==> src/rtl/cube_det_pkg.sv <==
// cube_det_pkg: shared types and default parameters for the cube bounding-box detector.
package cube_det_pkg;
    localparam int PIX_W_D       = 10;
    localparam int COORD_W_D     = 11;
    localparam int DARK_THRESH_D = 0;
    localparam int MIN_RUN_D     = 8;
    localparam int MIN_ROWS_D    = 4;
    typedef logic [COORD_W_D-1:0] coord_t;
    typedef struct packed {
        coord_t x0;
        coord_t y0;
        coord_t x1;
        coord_t y1;
    } bbox_t;
    typedef enum logic {IDLE = 1'b0, SCAN = 1'b1} det_state_e;
endpackage

==> src/rtl/dark_run_counter.sv <==
// dark_run_counter: tracks contiguous dark pixels on a line and flags pixels that complete or extend a qualifying run.
module dark_run_counter
    import cube_det_pkg::*;
#(
    parameter int PIX_W       = PIX_W_D,
    parameter int COORD_W     = COORD_W_D,
    parameter int DARK_THRESH = DARK_THRESH_D,
    parameter int MIN_RUN     = MIN_RUN_D
) (
    input  logic               Clk,
    input  logic               Reset,
    input  logic               clr,
    input  logic               en,
    input  logic               new_line,
    input  logic [COORD_W-1:0] x,
    input  logic [PIX_W-1:0]   pix,
    output logic               qual_pulse,
    output logic [COORD_W-1:0] run_start_x
);
    localparam logic [COORD_W-1:0] RUN_MAX = COORD_W'(MIN_RUN);
    localparam logic [COORD_W:0]   RUN_W   = (COORD_W+1)'(MIN_RUN);
    localparam logic [PIX_W-1:0]   THR     = PIX_W'(DARK_THRESH);
    logic [COORD_W-1:0] run_cnt, prev_x, base, nxt;
    logic [COORD_W:0]   xp1;
    logic               dark, contig;
    always_comb begin
        dark        = pix <= THR;
        base        = (clr || new_line) ? '0 : run_cnt;
        xp1         = {1'b0, x} + (COORD_W+1)'(1);
        contig      = {1'b0, x} == {1'b0, prev_x} + (COORD_W+1)'(1);
        nxt         = !dark ? '0 : !contig ? COORD_W'(1) : base == RUN_MAX ? base : base + COORD_W'(1);
        qual_pulse  = en && nxt == RUN_MAX;
        run_start_x = xp1 < RUN_W ? '0 : COORD_W'(xp1 - RUN_W);
    end
    // a cleared base makes a restarted run count 1 whether or not X looks contiguous
    always_ff @(posedge Clk or posedge Reset)
        if (Reset) begin
            run_cnt <= '0;
            prev_x  <= '0;
        end else if (en) begin
            run_cnt <= nxt;
            prev_x  <= x;
        end else if (clr) begin
            run_cnt <= '0;
        end
endmodule

==> src/rtl/cube_bbox_detect.sv <==
// cube_bbox_detect: per-frame bounding box of qualifying dark runs, published one cycle after FrameStart.
module cube_bbox_detect
    import cube_det_pkg::*;
#(
    parameter int PIX_W       = PIX_W_D,
    parameter int COORD_W     = COORD_W_D,
    parameter int DARK_THRESH = DARK_THRESH_D,
    parameter int MIN_RUN     = MIN_RUN_D,
    parameter int MIN_ROWS    = MIN_ROWS_D
) (
    input  logic               Clk,
    input  logic               Reset,
    input  logic               FrameStart,
    input  logic               ds,
    input  logic [COORD_W-1:0] X_Cont,
    input  logic [COORD_W-1:0] Y_Cont,
    input  logic [PIX_W-1:0]   pixelValue,
    output logic [COORD_W-1:0] CubeX_Start,
    output logic [COORD_W-1:0] CubeY_Start,
    output logic [COORD_W-1:0] CubeX_End,
    output logic [COORD_W-1:0] CubeY_End,
    output logic               CubeDetected,
    output logic               BoxValid
);
    localparam logic [COORD_W-1:0] ROWS_MIN = COORD_W'(MIN_ROWS);
    det_state_e         state;
    logic [COORD_W-1:0] cur_y, qual_rows, min_x, max_x, min_y, max_y;
    logic [COORD_W-1:0] b_cur_y, b_qr, b_min_x, b_max_x, b_min_y, b_max_y;
    logic [COORD_W-1:0] n_qr, n_min_x, n_max_x, n_min_y, n_max_y;
    logic [COORD_W-1:0] p_qr, p_min_y, p_max_y, run_start_x;
    logic               row_qual, b_rq, act, publish, new_line, qual_pulse, p_det, fold;
    dark_run_counter #(
        .PIX_W(PIX_W), .COORD_W(COORD_W), .DARK_THRESH(DARK_THRESH), .MIN_RUN(MIN_RUN)
    ) u_run (
        .Clk(Clk), .Reset(Reset), .clr(FrameStart), .en(act), .new_line(new_line),
        .x(X_Cont), .pix(pixelValue), .qual_pulse(qual_pulse), .run_start_x(run_start_x)
    );
    // b_* are the accumulators as seen by this cycle's pixel: cleared when a new frame starts
    always_comb begin
        publish  = FrameStart && state == SCAN;
        act      = ds && (state == SCAN || FrameStart);
        b_cur_y  = FrameStart ? '0 : cur_y;
        b_rq     = !FrameStart && row_qual;
        b_qr     = FrameStart ? '0 : qual_rows;
        b_min_x  = FrameStart ? '1 : min_x;
        b_max_x  = FrameStart ? '0 : max_x;
        b_min_y  = FrameStart ? '1 : min_y;
        b_max_y  = FrameStart ? '0 : max_y;
        new_line = act && Y_Cont != b_cur_y;
        fold     = new_line && b_rq;
        n_qr     = fold && b_qr != '1 ? b_qr + COORD_W'(1) : b_qr;
        n_min_y  = fold && b_cur_y < b_min_y ? b_cur_y : b_min_y;
        n_max_y  = fold && b_cur_y > b_max_y ? b_cur_y : b_max_y;
        n_min_x  = qual_pulse && run_start_x < b_min_x ? run_start_x : b_min_x;
        n_max_x  = qual_pulse && X_Cont > b_max_x ? X_Cont : b_max_x;
        p_qr     = row_qual && qual_rows != '1 ? qual_rows + COORD_W'(1) : qual_rows;
        p_min_y  = row_qual && cur_y < min_y ? cur_y : min_y;
        p_max_y  = row_qual && cur_y > max_y ? cur_y : max_y;
        p_det    = p_qr >= ROWS_MIN;
    end
    always_ff @(posedge Clk or posedge Reset)
        if (Reset) begin
            state        <= IDLE;
            cur_y        <= '0;
            row_qual     <= 1'b0;
            qual_rows    <= '0;
            min_x        <= '1;
            max_x        <= '0;
            min_y        <= '1;
            max_y        <= '0;
            CubeX_Start  <= '0;
            CubeY_Start  <= '0;
            CubeX_End    <= '0;
            CubeY_End    <= '0;
            CubeDetected <= 1'b0;
            BoxValid     <= 1'b0;
        end else begin
            state     <= FrameStart ? SCAN : state;
            cur_y     <= act ? Y_Cont : b_cur_y;
            row_qual  <= qual_pulse || (b_rq && !new_line);
            qual_rows <= n_qr;
            min_x     <= n_min_x;
            max_x     <= n_max_x;
            min_y     <= n_min_y;
            max_y     <= n_max_y;
            BoxValid  <= publish;
            if (publish) begin
                CubeDetected <= p_det;
                CubeX_Start  <= p_det ? min_x : '0;
                CubeY_Start  <= p_det ? p_min_y : '0;
                CubeX_End    <= p_det ? max_x : '0;
                CubeY_End    <= p_det ? p_max_y : '0;
            end
        end
endmodule
==> config.mk <==
export PLATFORM = sky130hd
export DESIGN_NAME = cube_bbox_detect
export DESIGN_NICKNAME = d
export VERILOG_FILES = /design/src/rtl/cube_det_pkg.sv /design/src/rtl/dark_run_counter.sv /design/src/rtl/cube_bbox_detect.sv
export SDC_FILE = /design/constraint.sdc
export NUM_CORES = 1
export LEC_CHECK = 0
export CORE_MARGIN = 3
export CORE_UTILIZATION = 63
export CTS_CLUSTER_SIZE = 16
export DETAILED_ROUTE_END_ITERATION = 6
export PLACE_DENSITY = 0.83
export SLEW_MARGIN = 10
export SYNTH_ARGS = -nofsm -noshare
export SYNTH_HDL_FRONTEND = slang
export SYNTH_SLANG_ARGS = --single-unit
==> constraint.sdc <==
create_clock -name Clk -period 6.9 [get_ports Clk]
set_input_delay 1.38 -clock Clk [delete_from_list [all_inputs] [get_ports Clk]]
set_output_delay 1.38 -clock Clk [all_outputs]
set_load 0.03 [all_outputs]
==> results of run 1 <==
cells by family (layout without fill, tap and decap cells):
group           count (synthesis)  count (layout)  synth area share, %
compound gates                236             236                 17.3
flops                         136             136                 37.9
xor+xnor                       45              45                 4.35
mux                            46              46                 5.36
fa+ha+maj                      70              70                 9.66
simple gates                  353             353                 20.2
buf+inv                       120             193                 5.29
other cells                     0               1                    0
cell usage after synthesis, types with 3 or more instances:
master    count
or4_1         3
nor2b_1      15
xnor2_1      25
ha_1         70
and4_1        6
o22ai_1       5
a41oi_1       3
buf_4         3
nor3_1       17
nor3_2        3
nand3b_1     12
a31oi_1      17
mux2_4        4
a22o_1       33
and2_1        5
xor2_1       20
mux2_2        4
o31a_1        3
o21a_1       18
a21oi_1      35
or3_1         7
o21ai_1      11
buf_2         7
nand2_1      97
o21ai_0      64
inv_1        67
nor4_1        7
or2_2         8
nor3b_1       3
o32ai_1       3
and3_1       11
o31ai_1       6
nand4_1      32
a21o_1        6
dfrtp_1     114
clkbuf_1     38
o211ai_1      4
nor2_1       57
nand3_1      53
dfstp_2      22
a211oi_1      7
nand2b_1      6
mux2i_1      38
layer usage:
metal / track usage (%) / part of all wire [%] / up-vias
li1: - / - / 3769
met1: 42.8 / 44 / 3832
met2: 47.1 / 45 / 316
met3: 6.96 / 8.0 / 51
met4: 11.4 / 2.7 / 0
met5: 0 / 0 / -
path summary, 6_finish.rpt:
path / startpoint / end / cells after the start / slack [ns]
worst max-delay path: X_Cont[2] / min_x[2] / 18 / 1.26
worst min-delay path: CubeY_End[7] / CubeY_End[7] / 2 / 0.48
worst max register to register: cur_y[4] / max_x[10] / 17 / 2.22
worst min register to register: CubeY_End[7] / CubeY_End[7] / 2 / 0.48
max in group asynchronous: Reset / CubeY_End[7] / 3 / 4.19
min in group asynchronous: Reset / CubeY_Start[4] / 2 / 1.42
worst max-delay path, cell delays in order:
cell and delay (ns):
clkdlybuf4s50_1 0.71, nand3_2 0.20, nor2_1 0.37, mux2_2 0.38, o32ai_1 0.26, nand2_1 0.20
nor2_1 0.24, or2_2 0.17, inv_1 0.04, ha_1 0.31, a21o_1 0.17, a21oi_1 0.16
nor2_1 0.07, a2111oi_0 0.34, o21bai_1 0.14, a211oi_2 0.21, buf_4 0.26, mux2_2 0.36
where the power goes:
group          internal [mW]  switching, mW
Clock                  0.634          0.357
Combinational         0.0798          0.130
Sequential             0.809         0.0286
Total                   1.52          0.516
metrics by stage:
step                power, mW  cell area, um^2
floorplan               0.978             9060
global route             2.11            10600
detailed placement       1.05             9990
CTS                      2.04            10600
finish                   2.04            10600
global placement         1.05             9990
area by class of cell:
| type | count | area share (%) |
|---|---|---|
| well taps | 180 | 2.12 |
| inverters | 68 | 2.45 |
| multi-input cells | 750 | 48.7 |
| diodes | 1 | 0.0235 |
| clock buffers | 21 | 4.43 |
| clock inverters | 11 | 1.59 |
| flip-flops and latches | 136 | 32.3 |
| repair buffers | 93 | 8.43 |
==> impl_summary.log, run 1 <==
[metrics] remaining antenna violation count after routing: 0
[metrics] Mapped Avg Cell Area: 9.01 um^2
[metrics] final setup violation count: 0
[metrics] commonest non-fill, non-tap cell in the layout: dfrtp_1
[metrics] final worst slack: 1.26 ns
[metrics] Synth Net Count: 1112
[metrics] Crit Path Category: in -> reg
[metrics] count of unresolved DRC violations after routing: 0
[metrics] slew at the pin closest to its max-slew limit: 1.17 ns
[metrics] global-route wire length before repair: 39500 um
[metrics] Fmax achieved: 177 MHz
[metrics] final wirelength: 24100 um
[metrics] CTS tree: built
[metrics] count of nets after finishing: 1172
[metrics] Sequential Area: 0.00343 mm^2
[metrics] number of endpoints with negative hold slack in the final report: 0
[metrics] pin count of the biggest net entering global routing: 71
[metrics] clock edge transition at the registers on the reported setup and hold paths: 0.06 ns
[metrics] setup TNS: 0 ns
[metrics] via density per instance: 6.32
[metrics] total of warnings raised by yosys: 0
[metrics] period utilization: 81.8%
[metrics] floorplan die area: 0.0159 mm^2
[metrics] maximum level of the CTS H-tree: 4
[metrics] fillcell total: 1008
[metrics] Power Dens Cells: 192 mW/mm^2
[metrics] final design utilization: 76.0%
[metrics] number of global-route vias before repair: 7991
[metrics] root buffer cell: clkbuf_16
[metrics] worst-case headroom to the max-slew limit: 21.8%
[metrics] placed cell count: 1227
[metrics] TritonRoute pass-1 iters: 6
[metrics] total of flip-flops plus latches after synthesis: 136
[metrics] run status: completed
[metrics] post-synth top area share: 31.5%
[metrics] Initial Util: 64.8%
[metrics] layout-stage area growth over the synthesis result: 17.3%
[metrics] die width: 126 um
[metrics] core outline area: 0.0140 mm^2
[metrics] number of max-cap violations: 0
[metrics] buffer depth of the longest clock path: 2
[metrics] leakage dissipation: 4.84 nW
[metrics] global router's overall resource usage: 30.7%
[metrics] number of CTS-inserted buffers: 17
[metrics] post-synthesis cell type with the largest combined area: dfrtp_1
[metrics] drt initial violations: 656
[metrics] Critical Path End Type: flop
[metrics] detailed-placement wirelength estimate: 16700 um
[metrics] non-filler instance count after layout: 1260
[metrics] DIE HEIGHT: 126 um
[metrics] GP Congestion: 0.960
[metrics] setup fix buffers added after clock tree synthesis: 0
[metrics] area of the multi-input gates: 0.00517 mm^2
[metrics] unrepaired setup endpoints after global routing: no
[metrics] global-route congestion overflow total: 0
[metrics] worst path arrival time: 5.99 ns
[metrics] average wire per standard cell: 19.1 um
[metrics] overall via count from detail_route: 7968
[metrics] layout cell share with drive strength beyond 1: 9.27%
[metrics] Worst VDD drop: 0.159 mV
[metrics] antenna violations before repair: 0
[metrics] share of async-settable or async-resettable flops after synthesis: 100%
[metrics] shortest period the worst path allows: 5.64 ns
[metrics] largest cells by area after synthesis: dfrtp_1, ha_1, dfstp_2
[metrics] clock latency of the later-clocked register in the worst-skew pair: 0.42 ns
[metrics] Worst setup SP type: primary input
[metrics] number of enable-type register cells in the synthesized netlist: 0
[metrics] number of gates resized after CTS: 0
[metrics] port buffer count: 81
[metrics] count of hold-fix buffers inserted at cts: 0
[metrics] WP data required: 7.25 ns
[metrics] library cells used by synthesis: 74
[metrics] Hold/Removal Path Class: reg -> reg
[metrics] Syn Inst Count: 1006
[metrics] Placement Setup Slack: 0.937 ns
[metrics] sequential-to-total area share from yosys stat: 37.9%
[metrics] Top Ports: 82
[metrics] Syn Std Cell Area: 0.00906 mm^2
[metrics] Max FO, Critical Path: 11
[metrics] WHS: 0.483 ns
[metrics] clock tree skew after final layout: 0.00630 ns
[metrics] Max Transition Viols Final: 0
[metrics] number of clock sinks: 136
[metrics] most used flip-flop cell after synthesis: dfrtp_1
[metrics] commonest non-fill, non-tap cells in the layout: dfrtp_1, nand2_1, clkdlybuf4s50_1
[metrics] num rows: 43
(Power assumes the default switching activity.)
==> run 2: changes to the inputs <==
--- a/config.mk
+++ b/config.mk
@@ -6,10 +6,10 @@
 export NUM_CORES = 1
 export LEC_CHECK = 0
 export CORE_MARGIN = 3
-export CORE_UTILIZATION = 63
+export CORE_UTILIZATION = 59
 export CTS_CLUSTER_SIZE = 16
 export DETAILED_ROUTE_END_ITERATION = 6
-export PLACE_DENSITY = 0.83
+export PLACE_DENSITY = 0.78
 export SLEW_MARGIN = 10
 export SYNTH_ARGS = -nofsm -noshare
 export SYNTH_HDL_FRONTEND = slang
==> constraint.sdc (replaced) <==
create_clock -name Clk -period 5.7 [get_ports Clk]
set_input_delay 1.14 -clock Clk [delete_from_list [all_inputs] [get_ports Clk]]
set_output_delay 1.14 -clock Clk [all_outputs]
set_load 0.03 [all_outputs]
==> run 2 against run 1 <==
  * Core utilization is 3.6 points lower
  * Global-route usage shrank 2.3 points
  * Via count fell by 1.2%
  * Worst setup slack got worse by 0.71 ns
  * Flip-flop and latch count unchanged
  * Total power rose by 15%
  * Critical path type unchanged
==> impl_summary.log, run 2 (synthesis gave the netlist of run 1 again) <==
[metrics] run status: completed
[metrics] global routing's busiest layer: met1
[metrics] Worst setup SP type: primary input
[metrics] layout cell share with drive strength beyond 1: 10.6%
[metrics] internal power: 1.73 mW
[metrics] fillcell total: 1130
[metrics] number of clock sinks: 136
[metrics] number of max-cap violations: 0
[metrics] drt initial violations: 678
[metrics] Post-Place Cell Area: 0.0101 mm^2
[metrics] pin count of the biggest net entering global routing: 104
[metrics] Hold/Removal Path Class: reg -> reg
[metrics] GP Congestion: 0.943
[metrics] Placement Setup Slack: 0.173 ns
[metrics] sequence of cells on the critical path: clkdlybuf4s50_1, ha_1, nand2_1, nor2_1, mux2_2, o32ai_1, nand2_1, nor2_1, or2_2, inv_1, ha_1, a21o_1, a21oi_1, nor2_1, a2111oi_0, o21bai_1, a211oi_2, buf_4, mux2_2
[metrics] register-to-register setup slack: 1.33 ns
[metrics] final design instance area without fill: 0.0107 mm^2
[metrics] crit-path most repeated cell: nor2_1
[metrics] final design utilization: 72.4%
[metrics] highest-delay cell along the critical path: clkdlybuf4s50_1
[metrics] portion of total power attributed to sequential cells: 43.3%
[metrics] number of gates resized after CTS: 0
[metrics] CP delay by family, top: compound AO/OA/AOI/OAI gates
[metrics] Design Power: 2.34 mW
[metrics] root buffer cell: clkbuf_16
[metrics] count of hold-fix buffers inserted at cts: 0
[metrics] number of CTS-inserted buffers: 17
[metrics] leakage dissipation: 4.89 nW
[metrics] final worst slack: 0.542 ns
[metrics] non-filler instance count after layout: 1278
[metrics] switching pwr: 614 uW
[metrics] remaining antenna violation count after routing: 0
[metrics] period utilization: 90.5%
[metrics] Global Route met3 Usage: 5.44%
[metrics] global-route wire length before repair: 38000 um
[metrics] unrepaired setup endpoints after global routing: no
[metrics] number of endpoints with negative hold slack in the final report: 0
[metrics] worst-case headroom to the max-slew limit: 22.8%
[metrics] shortest period the worst path allows: 5.16 ns
[metrics] layout-stage area growth over the synthesis result: 17.8%
[metrics] Crit path largest cell delay: 0.58 ns
[metrics] port buffer count: 81
[metrics] worst path arrival time: 5.50 ns
[metrics] TritonRoute pass-1 iters: 5
[metrics] overall via count from detail_route: 7875
[metrics] clock latency of the later-clocked register in the worst-skew pair: 0.42 ns
[metrics] fraction of power consumed by the clock network: 45.7%
[metrics] floorplan die area: 0.0169 mm^2
[metrics] number of buffers and inverters on the critical path: 3
[metrics] maximum level of the CTS H-tree: 4
[metrics] clock tree skew after final layout: 0.00716 ns
[metrics] final wirelength: 23400 um
[metrics] global-route congestion overflow total: 0
[metrics] WP data required: 6.04 ns
[metrics] number of antenna cells inserted: 0
[metrics] Max FO, Critical Path: 7
[metrics] die width: 130 um
[metrics] commonest non-fill, non-tap cells in the layout: dfrtp_1, nand2_1, clkdlybuf4s50_1
[metrics] Worst VDD drop: 0.216 mV
[metrics] num rows: 44
[metrics] setup fix buffers added after clock tree synthesis: 0
[metrics] CTS tree: built
[metrics] DIE HEIGHT: 130 um
[metrics] setup TNS: 0 ns
[metrics] Initial Util: 61.4%
[metrics] buffer depth of the longest clock path: 2
[metrics] proportion of power drawn by combinational gates: 11.0%
[metrics] core outline area: 0.0148 mm^2
[metrics] clock edge transition at the registers on the reported setup and hold paths: 0.06 ns
[metrics] slew at the pin closest to its max-slew limit: 1.15 ns
[metrics] met2 Resource Use GR: 41.9%
[metrics] global router's overall resource usage: 28.4%
[metrics] Crit Path Category: in -> reg
[metrics] Net Sw Frac: 26.3%
[metrics] fraction of met1 tracks used by global routing: 42.0%
[metrics] count of unresolved DRC violations after routing: 0
[metrics] antenna violations before repair: 0
[metrics] average wire per standard cell: 18.3 um
[metrics] count of nets after finishing: 1187
[metrics] Power Dens Cells: 219 mW/mm^2
[metrics] Max Transition Viols Final: 0
[metrics] number of global-route vias before repair: 7483
[metrics] final setup violation count: 0
[metrics] commonest non-fill, non-tap cell in the layout: dfrtp_1
[metrics] WHS: 0.481 ns
[metrics] Fmax achieved: 194 MHz
[metrics] via density per instance: 6.16
[metrics] placed cell count: 1246
[metrics] Critical Path End Type: flop
[metrics] Top Ports: 82
[metrics] detailed-placement wirelength estimate: 16700 um
-- run 2: worst reg2reg max path, cell delays in order (launching register included) --
cell	delay (ns)
dfrtp_1	0.56
xnor2_1	0.21
and4_1	0.20
o32ai_1	0.41
nor4_4	0.09
a21o_1	0.26
and2_1	0.20
inv_1	0.06
ha_1	0.14
nor4b_1	0.30
nand4_1	0.25
a211oi_1	0.28
a31oi_1	0.06
nor3_1	0.25
nand4_2	0.23
a211oi_2	0.22
buf_4	0.22
mux2_2	0.35
-- run 2: power by group through the flow --
stage          clock network [mW]  registers (mW)  logic [mW]
2_1_floorplan                   0            1.01       0.170
3_3_place_gp                    0            1.03       0.251
3_5_place_dp                    0            1.03       0.253
4_1_cts                      1.08            1.01       0.255
5_1_grt                      1.12            1.02       0.286
6_report                     1.07            1.01       0.257
-- run 2: area by class of cell --
| class | count | area (um^2) | share of cell area, % |
|---|---|---|---|
| Clock buffer | 21 | 480 | 4.50 |
| Clock inverter | 11 | 96.3 | 0.902 |
| Inverter | 68 | 260 | 2.44 |
| Multi-Input combinational cell | 750 | 5170 | 48.4 |
| Sequential cell | 136 | 3430 | 32.1 |
| Tap cell | 184 | 230 | 2.16 |
| Timing Repair Buffer | 108 | 1010 | 9.44 |
-- run 2: metal layers --
layer  wire length [um]  share of wire (%)
met1              11400                 49
met2              10200                 44
met3               1230                5.2
met4                533                2.3
met5                  0                  0
-- run 2: worst paths after layout --
kind                              start        endpoint  cells after the start
max reg2reg                    cur_y[8]        min_x[2]                     17
min                        CubeDetected    CubeDetected                      2
min reg2reg                CubeDetected    CubeDetected                      2
max                           X_Cont[0]        min_x[2]                     19
max in group asynchronous         Reset       min_y[10]                      3
min in group asynchronous         Reset  CubeY_Start[7]                      2
